File: src/rtl/serial_parity_framer_if.sv
// Serial bit stream in, parity/frame status out, for serial_parity_framer.
interface serial_parity_framer_if;
  logic in_valid;
  logic x;
  logic sof;
  logic odd_mode;
  logic z;
  logic busy;
  logic par_valid;
  logic par_bit;
  logic frame_done;
  logic chk_err;
  logic abort;

  modport master (
    output in_valid, x, sof, odd_mode,
    input  z, busy, par_valid, par_bit, frame_done, chk_err, abort
  );

  modport slave (
    input  in_valid, x, sof, odd_mode,
    output z, busy, par_valid, par_bit, frame_done, chk_err, abort
  );
endinterface

File: src/rtl/serial_parity_framer.sv
// Framed serial parity generator/checker: DATA_BITS data bits then one parity bit.
// Optional saturating error counter output err_cnt when PARITY_ERR_CNT_EN is defined.
module serial_parity_framer #(
  parameter int DATA_BITS = 8,
  parameter int ERR_CNT_W = 8
) (
  input  logic clk,
  input  logic rst_n,
  serial_parity_framer_if.slave bus
`ifdef PARITY_ERR_CNT_EN
  ,
  output logic [ERR_CNT_W-1:0] err_cnt
`endif
);

  localparam int CNT_W = $clog2(DATA_BITS + 1);
  localparam logic [CNT_W-1:0] LAST = CNT_W'(DATA_BITS);

  if (DATA_BITS < 1 || DATA_BITS > 64 || ERR_CNT_W < 1) begin : g_bad_cfg
    $error("serial_parity_framer: illegal DATA_BITS/ERR_CNT_W");
  end

  typedef enum logic [1:0] {IDLE, DATA, PARITY} state_t;

  state_t           state_q, state_d;
  logic [CNT_W-1:0] cnt_q, cnt_d, cnt_inc;
  logic             z_q, z_d;
  logic             pb_q, pb_d;
  logic             pv_q, pv_d;
  logic             fd_q, fd_d;
  logic             ce_q, ce_d;
  logic             ab_q, ab_d;

  always_ff @(posedge clk or negedge rst_n) begin
    if (!rst_n) begin
      state_q <= IDLE;
      cnt_q   <= '0;
      z_q     <= 1'b0;
      pb_q    <= 1'b0;
      pv_q    <= 1'b0;
      fd_q    <= 1'b0;
      ce_q    <= 1'b0;
      ab_q    <= 1'b0;
    end else begin
      state_q <= state_d;
      cnt_q   <= cnt_d;
      z_q     <= z_d;
      pb_q    <= pb_d;
      pv_q    <= pv_d;
      fd_q    <= fd_d;
      ce_q    <= ce_d;
      ab_q    <= ab_d;
    end
  end

  // z carries the mode from frame start, so it already equals the expected parity at the end.
  always_comb begin
    state_d = state_q;
    cnt_d   = cnt_q;
    z_d     = z_q;
    pb_d    = pb_q;
    pv_d    = 1'b0;
    fd_d    = 1'b0;
    ce_d    = 1'b0;
    ab_d    = 1'b0;
    cnt_inc = cnt_q + CNT_W'(1);
    if (bus.in_valid) begin
      if (bus.sof) begin
        // A sof anywhere inside a frame (including the parity slot) drops that frame unchecked.
        ab_d  = (state_q != IDLE);
        z_d   = bus.x ^ bus.odd_mode;
        cnt_d = CNT_W'(1);
        if (DATA_BITS == 1) begin
          state_d = PARITY;
          pv_d    = 1'b1;
          pb_d    = bus.x ^ bus.odd_mode;
        end else begin
          state_d = DATA;
        end
      end else begin
        case (state_q)
          DATA: begin
            z_d   = z_q ^ bus.x;
            cnt_d = cnt_inc;
            if (cnt_inc == LAST) begin
              state_d = PARITY;
              pv_d    = 1'b1;
              pb_d    = z_q ^ bus.x;
            end
          end
          PARITY: begin
            fd_d    = 1'b1;
            ce_d    = (bus.x != pb_q);
            state_d = IDLE;
          end
          default: ;
        endcase
      end
    end
  end

  assign bus.z          = z_q;
  assign bus.busy       = (state_q != IDLE);
  assign bus.par_valid  = pv_q;
  assign bus.par_bit    = pb_q;
  assign bus.frame_done = fd_q;
  assign bus.chk_err    = ce_q;
  assign bus.abort      = ab_q;

`ifdef PARITY_ERR_CNT_EN
  // Counts on the same edge that raises chk_err; sticks at all-ones.
  always_ff @(posedge clk or negedge rst_n) begin
    if (!rst_n)                     err_cnt <= '0;
    else if (ce_d && err_cnt != '1) err_cnt <= err_cnt + ERR_CNT_W'(1);
  end
`endif

endmodule
File: src/flat_wrapper.sv
// flat-port wrapper written by rule: the top's interface ports become plain ports
module serial_parity_framer_flat 
#(
  parameter int DATA_BITS = 8,
  parameter int ERR_CNT_W = 8
)
  (clk, rst_n, bus_in_valid, bus_x, bus_sof, bus_odd_mode, bus_z, bus_busy, bus_par_valid, bus_par_bit, bus_frame_done, bus_chk_err, bus_abort);
  serial_parity_framer_if bus_i ();
  input  logic clk;
  input  logic rst_n;
  input wire logic [$bits(bus_i.in_valid)-1:0] bus_in_valid;
  input wire logic [$bits(bus_i.x)-1:0] bus_x;
  input wire logic [$bits(bus_i.sof)-1:0] bus_sof;
  input wire logic [$bits(bus_i.odd_mode)-1:0] bus_odd_mode;
  output wire logic [$bits(bus_i.z)-1:0] bus_z;
  output wire logic [$bits(bus_i.busy)-1:0] bus_busy;
  output wire logic [$bits(bus_i.par_valid)-1:0] bus_par_valid;
  output wire logic [$bits(bus_i.par_bit)-1:0] bus_par_bit;
  output wire logic [$bits(bus_i.frame_done)-1:0] bus_frame_done;
  output wire logic [$bits(bus_i.chk_err)-1:0] bus_chk_err;
  output wire logic [$bits(bus_i.abort)-1:0] bus_abort;
  assign bus_i.in_valid = bus_in_valid;
  assign bus_i.x = bus_x;
  assign bus_i.sof = bus_sof;
  assign bus_i.odd_mode = bus_odd_mode;
  assign bus_z = bus_i.z;
  assign bus_busy = bus_i.busy;
  assign bus_par_valid = bus_i.par_valid;
  assign bus_par_bit = bus_i.par_bit;
  assign bus_frame_done = bus_i.frame_done;
  assign bus_chk_err = bus_i.chk_err;
  assign bus_abort = bus_i.abort;
  serial_parity_framer #(.DATA_BITS(DATA_BITS), .ERR_CNT_W(ERR_CNT_W)) u_core (.clk(clk), .rst_n(rst_n), .bus(bus_i));
endmodule
File: config.mk
export PLATFORM = sky130hd
export DESIGN_NAME = serial_parity_framer_flat
export DESIGN_NICKNAME = d
export VERILOG_FILES = /design/src/rtl/serial_parity_framer_if.sv /design/src/rtl/serial_parity_framer.sv /design/src/flat_wrapper.sv
export SDC_FILE = /design/constraint.sdc
export NUM_CORES = 1
export LEC_CHECK = 0
export ABC_AREA = 1
export CAP_MARGIN = 10
export CORE_AREA = 4 4 41 43
export CTS_BUF_LIST = sky130_fd_sc_hd__clkbuf_2 sky130_fd_sc_hd__clkbuf_4 sky130_fd_sc_hd__clkbuf_8
export DETAILED_ROUTE_END_ITERATION = 7
export DIE_AREA = 0 0 45 47
export MAX_ROUTING_LAYER = met4
export PLACE_DENSITY = 0.81
export SYNTH_ARGS = -nofsm -noshare
export SYNTH_HDL_FRONTEND = slang
export SYNTH_SLANG_ARGS = --single-unit
File: constraint.sdc
create_clock -name clk -period 1.7 [get_ports clk]
set_clock_uncertainty 0.1 [all_clocks]
set_input_delay 0.34 -clock clk [delete_from_list [all_inputs] [get_ports clk]]
set_output_delay 0.34 -clock clk [all_outputs]
set_load 0.005 [all_outputs]
# ---- After elaboration in Yosys (flattened, before gate mapping)
# Cells that the tools add are included.
dict set report op_classes {
  bitwise 3
  mux 19
  add_sub_neg 1
  eq_ne 5
  n_reduce_logical 6
}
# operator n
set ops {}
lappend ops {{2-to-1 mux 1 bit} 14}
lappend ops {{2-to-1 mux 4 bit} 2}
lappend ops {{adder 4 x 1 -> 4 bit (second input constant)} 1}
lappend ops {{== test 4 bit (second input constant)} 1}
lappend ops {{2-to-1 mux 2 bit} 2}
lappend ops {{case mux 2 bit (2 select lines)} 1}
lappend ops {{AND reduction 4 bit} 1}
lappend ops {{nonzero test 2 bit} 2}
lappend ops {{inequality test 3 x 2 -> 1 bit (second input constant)} 1}
lappend ops {{AND reduction 3 bit} 1}
lappend ops {{nonzero test 3 bit} 1}
lappend ops {{== test 2 x 1 -> 1 bit (second input constant)} 1}
lappend ops {{== test 2 bit (second input constant)} 1}
lappend ops {{AND reduction 2 bit} 1}
lappend ops {{XOR 1 bit} 2}
lappend ops {{inequality test 1 bit} 1}
lappend ops {{inverter 1 bit} 1}
dict set report word_totals {
  word_cells 42
  register_bits 12
  out_inout_bits 7
  in_bits 6
}

# ---- Logic depth before layout (Yosys ltp)
# Gate-level depths: netlist of run 1.
dict set report logic_depth {
  depth_word 6
  depth_mapped 8
  mapped_depth_nobuf 8
}

# ---- Worst setup path after synthesis of run 1
# OpenSTA, ideal clock, no wires.
dict set report synth_timing {
  path_type {reg2reg}
  from {register u_core.cnt_q[0]}
  to {register u_core.pb_q (netlist: u_core.bus.par_bit)}
  required_time_ps 1484
  path_stages_with_launch 9
  setup_ps 116
  slack_ps 424
  path_buffers 0
  arrival_ps 1059
  cell_sequence {dfrtp_1 > ha_1 > nand2_1 > nor2_1 > nand3_2 > nor2_4 > inv_2 > nand2_2 > nand2_1}
}
dict set report synth_via {
  elab_chain_cells 3
}
# item line_no
set synth_lines {}
lappend synth_lines {{from (decl)} serial_parity_framer.sv:26} ;# logic [CNT_W-1:0] cnt_q, cnt_d, cnt_inc;
lappend synth_lines {{from (signal assigned)} serial_parity_framer.sv:46} ;# cnt_q <= cnt_d;
lappend synth_lines {{adder 4 x 1 -> 4 bit} serial_parity_framer.sv:66} ;# cnt_inc = cnt_q + CNT_W'(1);
lappend synth_lines {{== test 4 bit} serial_parity_framer.sv:85} ;# if (cnt_inc == LAST) begin
lappend synth_lines {{AND reduction 4 bit (no line)} n/a}
lappend synth_lines {{to (signal assigned)} serial_parity_framer.sv:48} ;# pb_q <= pb_d;
lappend synth_lines {{to (decl)} serial_parity_framer.sv:28} ;# logic pb_q, pb_d;
# Every way passes these cells.
# A chain may end at the register's enable or synchronous reset.

# ---- Worst setup path after layout of run 1
dict set report layout_timing {
  from {register u_core.pb_q (netlist: u_core.bus.par_bit)}
  to {output bus_par_bit}
}
# item line_no
set layout_lines {}
lappend layout_lines {{to (decl)} flat_wrapper.sv:18} ;# output wire logic [$bits(bus_i.par_bit)-1:0] bus_par_bit;
# No word-level cell between the ends.

==> qor.yml, run 1 <==
cp_data_arrival_time_ps: 1210
finalSetupTns_ps: 0
die-area_um2: 2120
tightest_slew_ps: 513
ys_ff_latch: 12
synth_area_leader_cell: "dfrtp_1"
start_util_pct: 43.8
synth_edf_count: 0
dpl_cell_area_um2: 717
grt_max_degree: 13
synth_area_leaders: "dfrtp_1 (53%), nand2_1 (13%), nor2_1 (3.9%), inv_1 (3.3%), xnor2_1 (3.1%)"
drt_wl_total_mm: 1.00
p_leak_nw: 0.368
synth_fp_nets: 73
crit_slowest_cell: "clkdlybuf4s50_1"
period_share_pct: 97.2
synth_top_area_share_pct: 52.6
path_class: "reg -> out"
antenna_cells: 0
r2r_cells: 8
drt-initial-drc-count: 4
cts.sinks: 12
synth_flop_cell: "dfrtp_1"
finalMaxSlewViolations: 0
dpl.cell_count: 94
io_buffers: 12
avgSynthCellArea_um2: 8.64
dr.pass1.iters: 2
synthesis.area_um2: 571
finish.net_count: 93
hold_buffers: 0
layout_min_cycle_time_ps: 1650
grt_pass1_vias: 433
post-route-drc-count: 0
clk_pin_slew_worst_paths_ps: 70
clk_latency_ps: 270
numCtsBuffers: 3
coreArea_um2: 1300
worstPathMaxFanout: 3
vias_per_cell: 4.80
outcome: "complete, no violations"
antenna_found_initial: 0
worstPathCellList: "clkdlybuf4s50_1"
syn_inst: 66
area_growth_pct: 32.7
worstHoldPathType: "in -> async"
vias: 475
grt_pass1_wl_mm: 1.73
async_flop_share_pct: 100
crit_family: "buffers and inverters"
relSlewSlack_pct: 65.7
ys_warn_count: 0
die_w_um: 45
fin_area_um2: 757
post-dp-hpwl_um: 832
hold_viol_final: 0
cts_tree: "done"
cp.required_ps: 1260
fin_cells: 99
setup-violations-final: 0
wl_per_cell_um: 10.1
fp.dieH_um: 47
rows: 13
io_pins: 13
final_layout_size_suffix_gt1_share_pct: 19.0
cap_violations: 0
htreeDepth: 1
max_freq_mhz: 605
synth_cell_types: 19
gr-total-overflow: 0
power_density_nw_per_um2: 890
cpPeakStageDelay_ps: 530
crit_path_end_kind: "primary output"
root_buffer: "clkbuf_4"
worstSetupPathDepth: 1
rsz0062_at_grt: "no"
cp-start-kind: "register"
mostFrequentLayoutCells: "nand2_1 (20), dfrtp_1 (12), clkdlybuf4s50_1 (11)"
crit_buf_inv: 1
gp_congestion: 0.821
cts_buffer_depth: 2
final_common_cell: "nand2_1"
gr-usage-all-layers_pct: 12.4
ant_nets: 0
peakVddDrop_uv: 562
ys_seq_area_share_pct: 52.6
-- per-stage QoR --
stage	util, %	hold WS [ps]	total power, mW	worst slack, ps
2_1_floorplan	-	-55.6	0.443	424
3_3_place_gp	55.1	407	0.508	109
3_5_place_dp	55.1	416	0.510	64.3
4_1_cts	58.0	334	0.686	6.09
5_1_grt	58.2	345	0.723	3.04
6_report	58.2	311	0.674	47.9
-- cells by family (layout without fill, tap and decap cells) --
| family | Yosys count | count (layout) | share of synthesized area [%] |
|---|---|---|---|
| AND/OR/NAND/NOR | 34 | 34 | 26.8 |
| flip-flops | 12 | 12 | 52.6 |
| buffers and inverters | 8 | 26 | 5.26 |
| AO/OA/AOI/OAI | 7 | 7 | 7.02 |
| XOR/XNOR | 4 | 4 | 6.14 |
| adder cells (fa/ha/maj) | 1 | 1 | 2.19 |
-- synthesized netlist by cell type (2+ instances only) --
library cell / number
dfrtp_1: 12
xor2_1: 2
nand3_1: 2
inv_2: 3
xnor2_1: 2
o21ai_0: 2
nor2_1: 6
inv_1: 5
nand2_1: 20
a21oi_1: 3
-- metal layers --
layer  vias to the layer above  global-route usage [%]  routed length, µm
met5                         -                       -                  0
li1                        248                       -                  -
met1                       210                    14.1                461
met3                         4                    2.68                 71
met4                         0                    8.77                 22
met2                        13                    19.2                446
-- registers in the layout, indices dropped and copies added (netlist names) --
name                   cells
u_core.bus.z               1
u_core.bus.par_bit         1
u_core.state_q             2
u_core.bus.chk_err         1
u_core.cnt_q               4
u_core.bus.frame_done      1
u_core.bus.abort           1
u_core.bus.par_valid       1
-- worst paths after layout --
kind                                           startpoint                              end  slack, ps
max                        u_core.bus.par_bit$_DFFE_PN0P_                      bus_par_bit         50
min                                                 rst_n      u_core.cnt_q[3]$_DFFE_PN0P_        310
max reg2reg                   u_core.cnt_q[0]$_DFFE_PN0P_   u_core.bus.par_bit$_DFFE_PN0P_        340
min reg2reg                   u_core.cnt_q[1]$_DFFE_PN0P_      u_core.cnt_q[1]$_DFFE_PN0P_        440
max in group asynchronous                           rst_n  u_core.bus.frame_done$_DFF_PN0_        850
min in group clk              u_core.cnt_q[1]$_DFFE_PN0P_      u_core.cnt_q[1]$_DFFE_PN0P_        440
-- repair_timing --
action                                 4_1_cts  5_1_grt
setup buffers                                2        0
setup endpoints to repair                    1        1
endpoints found under the hold margin        0        0
gates resized for setup                      1        2
-- power by group --
part	leakage [nW]	switching, mW	total (mW)	internal, mW
clock	0.0138	0.0844	0.166	0.0820
sequential	0.157	0.0378	0.359	0.321
combinational	0.197	0.0707	0.149	0.0779
total	0.368	0.193	0.674	0.481
-- area by class of cell --
cell class / count / area [µm²]
Clock buffer: 3 / 22.5
Fill cell: 120 / 544
Inverter: 8 / 30.0
Multi-Input combinational cell: 46 / 240
Sequential cell: 12 / 300
Tap cell: 15 / 18.8
Timing Repair Buffer: 15 / 145
Note: power is estimated with default switching activity, not from simulation.
==> run 2: changes to the inputs <==
CTS_CLUSTER_DIAMETER = 100   (was unset)
==> results of run 2 <==
No change in the layout: final DEF, timing and power equal those of run 1.
==> run 3: changes to the inputs <==
CORE_AREA = 2 2 39 41   (was 4 4 41 43)
DIE_AREA = 0 0 41 43   (was 0 0 45 47)
==> run 3 against run 2 <==
First-iteration DRC count increased to 3.5 times the previous value. Power up 11%. Wire length increased by 29%. Design area increased by 1.5%. Clock-buffer cell count grew 1. Die area decreased by 17%. Register-to-register slack lost 20 ps. Global-route usage increased by 6.4 points. Clock power is 42% higher. Critical path depth stayed put. Non-clock buffer count stayed put. Critical endpoint unchanged. Largest cell class unchanged. Largest power group unchanged.
==> qor.yml, run 3 (synthesis gave the netlist of run 1 again) <==
antenna_found_initial: 0
regMostFlops: "u_core.cnt_q"
gp_congestion: 0.846
largest_reg_flops: 4
cts.sinks: 12
rows: 14
start_util_pct: 41.2
drt_wl_total_mm: 1.29
crit_family: "buffers and inverters"
crit_slowest_cell: "clkdlybuf4s50_1"
antenna_cells: 0
grt_pass1_wl_mm: 2.06
dr.pass1.iters: 4
reg2reg_slack_ps: 320
io_pins: 13
cp.required_ps: 1260
hold_buffers: 0
clk_pin_slew_worst_paths_ps: 90
cp_data_arrival_time_ps: 1210
reg_top3: "u_core.cnt_q (4), u_core.state_q (2)"
finalMaxSlewViolations: 0
tightest_slew_ps: 539
fp.dieH_um: 43
p_leak_nw: 0.368
rsz0062_at_grt: "no"
coreArea_um2: 1380
area_growth_pct: 34.6
r2r_cells: 8
root_buffer: "clkbuf_4"
gr-usage-all-layers_pct: 18.8
relSlewSlack_pct: 64.0
cts_tree: "done"
outcome: "complete, no violations"
layout_min_cycle_time_ps: 1650
power_density_nw_per_um2: 975
grt_pass1_vias: 477
clk_latency_ps: 280
htreeDepth: 1
worstPathMaxFanout: 3
period_share_pct: 96.8
worstPathCellList: "clkdlybuf4s50_1"
fin_cells: 101
crit_buf_inv: 1
final_layout_size_suffix_gt1_share_pct: 18.8
path_class: "reg -> out"
setup-violations-final: 0
cap_violations: 0
gr-total-overflow: 0
post-dp-hpwl_um: 949
max_freq_mhz: 608
reg2reg_from: "u_core.cnt_q[0]$_DFFE_PN0P_"
mostFrequentLayoutCells: "nand2_1 (20), dfrtp_1 (12), clkdlybuf4s50_1 (11)"
ant_nets: 0
fill_cells: 136
post-route-drc-count: 0
vias: 498
seq_area_um2: 300
dpl.cell_count: 95
worstHoldPathType: "in -> async"
cpPeakStageDelay_ps: 520
cp-start-kind: "register"
timing.rr.end: "u_core.bus.par_bit$_DFFE_PN0P_"
finish.net_count: 93
numCtsBuffers: 3
finalSetupTns_ps: 0
vias_per_cell: 4.93
crit_path_end_kind: "primary output"
drt-initial-drc-count: 14
final_common_cell: "nand2_1"
cts_buffer_depth: 2
peakVddDrop_uv: 513
die_w_um: 41
grt_max_degree: 13
hold_viol_final: 0
die-area_um2: 1760
worstSetupPathDepth: 1
wl_per_cell_um: 12.8
multi_input_area_um2: 240
io_buffers: 12
==> run 3: cell types whose count changed in the layout (fill, tap and decap cells not counted), sizes merged <==
cell | before | now
dlygate4sd2 | 0 | 1
dlymetal6s2s | 1 | 0
clkbuf | 3 | 4
==> run 3: where the power goes <==
group / total, mW / switching [mW] / internal, mW
registers: 0.359 / 0.0385 / 0.321
clock network: 0.236 / 0.106 / 0.130
logic: 0.154 / 0.0762 / 0.0774
==> run 3: layout make-up <==
class / instances / share of cell area, %
Tap cell: 16 / 2.61
Inverter: 8 / 3.91
Multi-Input combinational cell: 46 / 31.3
Clock buffer: 4 / 4.72
Timing Repair Buffer: 15 / 18.4
Sequential cell: 12 / 39.1
==> run 3: worst max-delay path by stage <==
stage	from	to	slack (ps)
finish	u_core.bus.par_bit$_DFFE_PN0P_	bus_par_bit	50
global route	u_core.bus.par_bit$_DFFE_PN0P_	bus_par_bit	20
CTS	u_core.bus.par_bit$_DFFE_PN0P_	bus_par_bit	40
detailed placement	bus_sof	u_core.bus.par_bit$_DFFE_PN0P_	50
global placement	bus_sof	u_core.bus.par_bit$_DFFE_PN0P_	100
floorplan	u_core.cnt_q[0]$_DFFE_PN0P_	u_core.bus.par_bit$_DFFE_PN0P_	420
==> run 3: repair_timing <==
action,in CTS,in global routing
endpoints found under the setup margin,1,0
gates resized for setup,2,0
setup buffers,2,0
==> run 3: routing by layer <==
layer	wire [µm]	GRT usage, %
met5	0	-
met4	61	14.0
met3	46	3.66
met2	621	25.9
met1	560	23.2
==> run 3: metrics by stage <==
stage               hold WS [ps]  setup slack (ps)  power [mW]  instance area (µm²)  utilization (%)
floorplan                  -55.6               424       0.443                  571                -
global placement             411              98.1       0.509                  718             51.9
detailed placement           418              54.4       0.517                  718             51.9
CTS                          318              44.8       0.751                  768             55.5
global route                 345              19.9       0.796                  768             55.5
finish                       303              54.9       0.749                  768             55.5
